--- config.mk ---
export PLATFORM = sky130hd
export DESIGN_NAME = run_ctrl
export DESIGN_NICKNAME = d
export VERILOG_FILES = /design/src/rtl/run_ctrl.sv
export SDC_FILE = /design/constraint.sdc
export NUM_CORES = 1
export LEC_CHECK = 0
export CAP_MARGIN = 20
export CORE_MARGIN = 2
export CORE_UTILIZATION = 57
export DETAILED_ROUTE_END_ITERATION = 7
export PLACE_DENSITY = 0.86
export SLEW_MARGIN = 20
export SYNTH_ARGS = -nofsm -noshare
export SYNTH_HDL_FRONTEND = slang
export SYNTH_SLANG_ARGS = --single-unit
export TNS_END_PERCENT = 30
--- constraint.sdc ---
create_clock -name clk -period 10.2 [get_ports clk]
set_input_delay 1.02 -clock clk [delete_from_list [all_inputs] [get_ports clk]]
set_output_delay 1.02 -clock clk [all_outputs]
set_load 0.03 [all_outputs]
--- src/rtl/run_ctrl.sv ---
// Run/step controller: synchronises the start button, divides clk down to a
// one-cycle CPU enable, and tracks IDLE/RUN/HALTED plus retirement counters.
module run_ctrl #(
  parameter int unsigned DIV_0 = 1,
  parameter int unsigned DIV_1 = 4,
  parameter int unsigned DIV_2 = 1_000_000,
  parameter int unsigned DIV_3 = 25_000_000
) (
  input  logic        clk,
  input  logic        clr,
  input  logic        go,
  input  logic [1:0]  hz_sel,
  input  logic        halt_req,
  input  logic        br_taken,
  input  logic        is_jmp,
  output logic        cpu_en,
  output logic        clk_n,
  output logic [1:0]  run_state,
  output logic [31:0] cnt_all,
  output logic [31:0] cnt_branch,
  output logic [31:0] cnt_jmp
);

  typedef enum logic [1:0] {
    IDLE   = 2'b00,
    RUN    = 2'b01,
    HALTED = 2'b10
  } state_t;

  // Terminal counts are stored as DIV-1 so that a ratio of 2^26 still fits.
  localparam logic [25:0] MAX_0 = 26'(DIV_0 - 1);
  localparam logic [25:0] MAX_1 = 26'(DIV_1 - 1);
  localparam logic [25:0] MAX_2 = 26'(DIV_2 - 1);
  localparam logic [25:0] MAX_3 = 26'(DIV_3 - 1);

  function automatic logic [25:0] div_max(input logic [1:0] sel);
    case (sel)
      2'd0:    div_max = MAX_0;
      2'd1:    div_max = MAX_1;
      2'd2:    div_max = MAX_2;
      default: div_max = MAX_3;
    endcase
  endfunction

  state_t      state;
  state_t      state_nxt;
  logic        go_p0, go_p1, go_p2;
  logic        vld_p0, vld_p1, vld_p2;
  logic        go_rise;
  logic [1:0]  hz_q;
  logic        hz_chg;
  logic [25:0] div_cnt;
  logic [25:0] div_nxt;
  logic        pulse_nxt;
  logic        halting;

  // Stage p0/p1: two-flop synchroniser; p2: edge register. The vld_pN chain
  // marks when go_p2 holds a real post-reset sample, so a button already held
  // at reset release never looks like a fresh press.
  always_ff @(posedge clk or posedge clr) begin
    if (clr) begin
      go_p0  <= 1'b0;
      go_p1  <= 1'b0;
      go_p2  <= 1'b0;
      vld_p0 <= 1'b0;
      vld_p1 <= 1'b0;
      vld_p2 <= 1'b0;
    end else begin
      go_p0  <= go;
      go_p1  <= go_p0;
      go_p2  <= go_p1;
      vld_p0 <= 1'b1;
      vld_p1 <= vld_p0;
      vld_p2 <= vld_p1;
    end
  end

  assign go_rise = go_p1 & ~go_p2 & vld_p2;
  assign hz_chg  = (hz_sel != hz_q);
  assign halting = (state == RUN) & cpu_en & halt_req;

  always_comb begin
    state_nxt = state;
    case (state)
      IDLE:    if (go_rise) state_nxt = RUN;
      RUN:     if (halting) state_nxt = HALTED;
      HALTED:  if (go_rise) state_nxt = RUN;
      default: state_nxt = go_rise ? RUN : IDLE;
    endcase
  end

  // The enable is decided one cycle ahead so cpu_en comes straight from a flop.
  always_comb begin
    pulse_nxt = 1'b0;
    div_nxt   = 26'd0;
    if ((state == RUN) && !hz_chg && !halting) begin
      if (div_cnt == div_max(hz_q)) begin
        pulse_nxt = 1'b1;
      end else begin
        div_nxt = div_cnt + 26'd1;
      end
    end
  end

  always_ff @(posedge clk or posedge clr) begin
    if (clr) begin
      state   <= IDLE;
      hz_q    <= 2'b00;
      div_cnt <= 26'd0;
      cpu_en  <= 1'b0;
      clk_n   <= 1'b0;
    end else begin
      state   <= state_nxt;
      hz_q    <= hz_sel;
      div_cnt <= div_nxt;
      cpu_en  <= pulse_nxt;
      clk_n   <= clk_n ^ pulse_nxt;
    end
  end

  // Retirement counters advance on the enable cycle itself, halting one included.
  always_ff @(posedge clk or posedge clr) begin
    if (clr) begin
      cnt_all    <= 32'd0;
      cnt_branch <= 32'd0;
      cnt_jmp    <= 32'd0;
    end else if (cpu_en) begin
      cnt_all <= cnt_all + 32'd1;
      if (br_taken) cnt_branch <= cnt_branch + 32'd1;
      if (is_jmp)   cnt_jmp    <= cnt_jmp + 32'd1;
    end
  end

  assign run_state = (state == RUN)    ? 2'b01 :
                     (state == HALTED) ? 2'b10 : 2'b00;

endmodule

======== After elaboration in Yosys (flattened, before gate mapping) ========
Index checks and enable logic that the tools add are counted.
cells by class
  add/subtract/negate cells ............... 4
  equal/unequal tests ..................... 8
  multiplexer cells ....................... 12
  bitwise logic cells ..................... 6
  reduce and logical (&&, ||, !) cells .... 10
operator list
  kind                   number
  $add 32x1->32 const B  3
  $mux 26                3
  $pmux 25 s3            1
  $add 26x1->26 const B  1
  $eq 26x26->1           1
  $mux 2                 4
  $reduce_and 2->1       3
  $and 1x1->1            4
  $eq 2x1->1 const B     2
  $eq 2x2->1 const B     2
  $logic_not 2->1        2
  $pmux 2 s2             1
  $mux 1                 3
  $logic_and 1x1->1      2
  $logic_not 1->1        2
  $ne 2x1->1 const B     1
  $ne 2x2->1             1
  $ne 2x2->1 const B     1
  $reduce_or 2->1        1
  $not 1->1              1
  $xor 1x1->1            1
storage, ports and cells
  register bits after elaboration ......... 134
  bits of input ports ..................... 8
  output and inout bits ................... 100
  word-level logic and storage cells ...... 54

======== Logic depth before layout (Yosys ltp) ========
  depth after elaboration ................. 10
  mapped depth ............................ 7
  depth with buffers taken out ............ 6

======== Worst setup path after synthesis ========
OpenSTA, ideal clock, no wires.
  path kind ............................... input to register
  from .................................... in br_taken
  to ...................................... reg cnt_branch[28]
  setup time .............................. 0.134 ns
  data arrival time ....................... 2.256 ns
  required time ........................... 10.066 ns
  setup slack ............................. 7.810 ns
  stages .................................. 6
  path buffers ............................ 1
  path through ............................ and2_1 > buf_2 > nand4_1 > nor4_4 > nand4_1 > xnor2_1
between the ends
  word-level cells in the longest chain between the ends .. 1
RTL lines
  element                     line  source
  start: declaration          14    input logic br_taken,
  $reduce_and 2->1 (no line)  --
  end signal: assignment      129   if (br_taken) cnt_branch <= cnt_branch + 32'd1;
  end: declaration            20    output logic [31:0] cnt_branch,
No other way between the ends.
A chain may end at the register's enable or synchronous reset.

======== Worst setup path after layout ========
  from .................................... reg cpu_en
  to ...................................... out cpu_en
RTL lines
  element                   line  source
  start: declaration        16    output logic cpu_en,
  start signal: assignment  116   cpu_en <= pulse_nxt;
No word-level cell between the ends.

==> impl_metrics.tcl <==
set metrics [dict create \
    drive_gt1_frac 0.0723 \
    rsz0062_at_grt "no" \
    cp.arrival_ps 2030 \
    start_util 0.584 \
    cts_tree "done" \
    ant_nets 0 \
    gp_congestion 0.843 \
    synth_area_leaders "dfrtp_1 56%, xnor2_1 10%, xor2_1 6.9%, nand3_1 3.6%, nand4_1 3.0%" \
    endpoint_kind "primary output" \
    routedWlPerCell_um 17.4 \
    power.leakage_nw 3.51 \
    rr_worst_depth 5 \
    synthCells 532 \
    num-nets-final 663 \
    die_w_um 107 \
    postCtsSetupBuffers 0 \
    yosysWarnings 0 \
    critPathLaunchType "flip-flop" \
    fmax_mhz 327 \
    grt_pass1_vias 4612 \
    design_area_mm2 0.00785 \
    ioPinCount 108 \
    cp.required_ps 9180 \
    drt-initial-drc-count 307 \
    cpMaxStageDelayCell "clkdlybuf4s50_1" \
    ys_ff_latch 134 \
    htreeDepth 4 \
    final_cell_mix "134 x dfrtp_1, 107 x clkdlybuf4s50_1, 72 x xnor2_1, 47 x xor2_1, 46 x nor2_1" \
    crit_buf_inv 1 \
    dp_worst_setup_slack_ps 7200 \
    postSynth.asyncResetShare 1.00 \
    synth_cell_types 44 \
    cts_buffers 17 \
    io_buffer_count 107 \
    diodes 0 \
    yosysTopAreaCellShare 0.558 \
    finalNonFillerCells 800 \
    die-area_mm2 0.0114 \
    clk_pin_slew_worst_paths_ps 60 \
    track_usage 0.260 \
    wl_um 13900 \
    setup_viol 0 \
    clock-sinks 134 \
    drv_cap 0 \
    cts_resized 0 \
    rr_endpoint "cnt_branch[28]$_DFFE_PP0P_" \
    clk_root_buffer_cell "clkbuf_8" \
    fillCellCount 658 \
    crit_chain "clkdlybuf4s50_1" \
    postLayoutSetupSlackWorst_ps 7150 \
    vias 4519 \
    min_delay_path_depth 0 \
    dp_cells 768 \
    syn_area_per_cell_um2 11.3 \
    drt-pass1-iter-count 5 \
    final_max_slew_viol_count 0 \
    synth_nets 544 \
    status "completed" \
    crit_type "reg -> out" \
    synth_edf_count 0 \
    finalCritPeriodShare 0.299 \
    clockBufferDepth 2 \
    yosys.area.top_type "dfrtp_1" \
    hold_violations 0 \
    core_mm2 0.0103 \
    place.detailed.hpwl_um 9000 \
    ctsHoldBuffers 0 \
    crit_family "buffers and inverters" \
    num_rows 37 \
    synthFlopType "dfrtp_1" \
    min_to "go_p1$_DFF_PP0_" \
    r2r_setup_slack_ps 7820 \
    grt_max_degree 79 \
    grt_pass1_wl_um 22900 \
    yosysSeqAreaShare 0.558 \
    cpPeakStageDelay_ps 780 \
    tightestPinTransition_ps 939 \
    vias_per_cell 5.65 \
    hp-class "reg -> reg" \
    die_h_um 107 \
    clk_latency_ps 530 \
    grt-ovfl-total 0 \
    placed_area_mm2 0.00721 \
    p_per_area_mw_per_mm2 160 \
    min_from "go_p0$_DFF_PP0_" \
    r2r_start "cpu_en$_DFF_PP0_" \
    drc 0 \
    finClkSkew_ps 7.83 \
    final.min_clock_period_ps 3050 \
    tns_ps 0 \
    critPathMaxFanout 12 \
    syn_area_mm2 0.00601 \
    syn_to_final_growth_pct 30.7 \
    layout_commonest_cell "dfrtp_1" \
    antenna_found_initial 0 \
    peakVddDrop_uv 117 \
    relSlewSlack 0.374 \
]
==> state kept, by name (all words and copies together), names as in the netlist <==
name        count
clk_n           1
cnt_all        32
cnt_branch     32
cnt_jmp        32
cpu_en          1
div_cnt        26
go_p0           1
go_p1           1
go_p2           1
hz_q            2
state           2
vld_p0          1
vld_p1          1
vld_p2          1
==> kinds of logic (layout without fill, tap and decap cells) <==
family / Yosys count / in the layout / share of synthesized area
compound gates: 15 / 15 / 0.0223
other cells: 1 / 1 / 0.000624
fa+ha+maj: 4 / 4 / 0.00833
flops: 134 / 134 / 0.558
buf+inv: 19 / 151 / 0.0142
mux: 4 / 4 / 0.00729
xor+xnor: 119 / 119 / 0.174
simple gates: 236 / 236 / 0.215
==> how the worst max path moves through the flow <==
stage / startpoint / endpoint / cells past startpoint
after floorplan: clr / clk_n$_DFF_PP0_ / 1
after global placement: clr / cnt_branch[25]$_DFFE_PP0P_ / 3
after detailed placement: clr / cnt_branch[27]$_DFFE_PP0P_ / 3
after CTS: cpu_en$_DFF_PP0_ / cpu_en / 1
after global routing: cpu_en$_DFF_PP0_ / cpu_en / 1
final: cpu_en$_DFF_PP0_ / cpu_en / 1
==> where the power goes <==
| part | switching (mW) | total (mW) | internal, mW |
|---|---|---|---|
| Sequential | 0.00802 | 0.547 | 0.539 |
| Clock | 0.226 | 0.653 | 0.427 |
| Combinational | 0.0359 | 0.0551 | 0.0192 |
| Total | 0.270 | 1.26 | 0.986 |
==> final cells by class <==
type | instances | area [um^2] | share of cell area
flip-flops and latches | 134 | 3350 | 0.427
well taps | 136 | 170 | 0.0217
clock inverters | 13 | 203 | 0.0258
multi-input cells | 379 | 2570 | 0.327
clock buffers | 19 | 432 | 0.0550
inverters | 11 | 43.8 | 0.00558
repair buffers | 108 | 1080 | 0.137
==> metrics by stage <==
| stage | util | power, mW | hold slack [ps] |
|---|---|---|---|
| floorplan | - | 0.590 | 331 |
| global placement | 0.702 | 0.610 | 333 |
| detailed placement | 0.702 | 0.612 | 345 |
| CTS | 0.764 | 1.26 | 357 |
| global route | 0.764 | 1.29 | 362 |
| finish | 0.764 | 1.26 | 357 |
==> Yosys cell counts (2+ instances only) <==
library cell,count
nand3_1,43
xor2_1,47
nor2b_1,2
nand2b_1,4
nand4_1,29
inv_1,11
o32ai_1,2
mux2_2,3
and4_1,12
and3_1,23
nor4_4,3
nor3_1,10
nor4_1,2
clkbuf_1,4
and2_1,2
nand4_2,2
nand2_1,45
or4_1,3
a21boi_0,2
nor4_2,2
ha_1,4
nor2_1,46
xnor2_1,72
dfrtp_1,134
o21ba_2,2
o21ai_0,3
buf_2,2
nand4b_1,2
==> metal layers <==
layer  global-route usage  part of all wire  wire length (um)
met5                    0                 0                 0
met4               0.0881             0.018               250
met3               0.0742             0.052               723
met2                0.455              0.53              7370
met1                0.309              0.40              5580
Power figures use the tool's default switching activity.
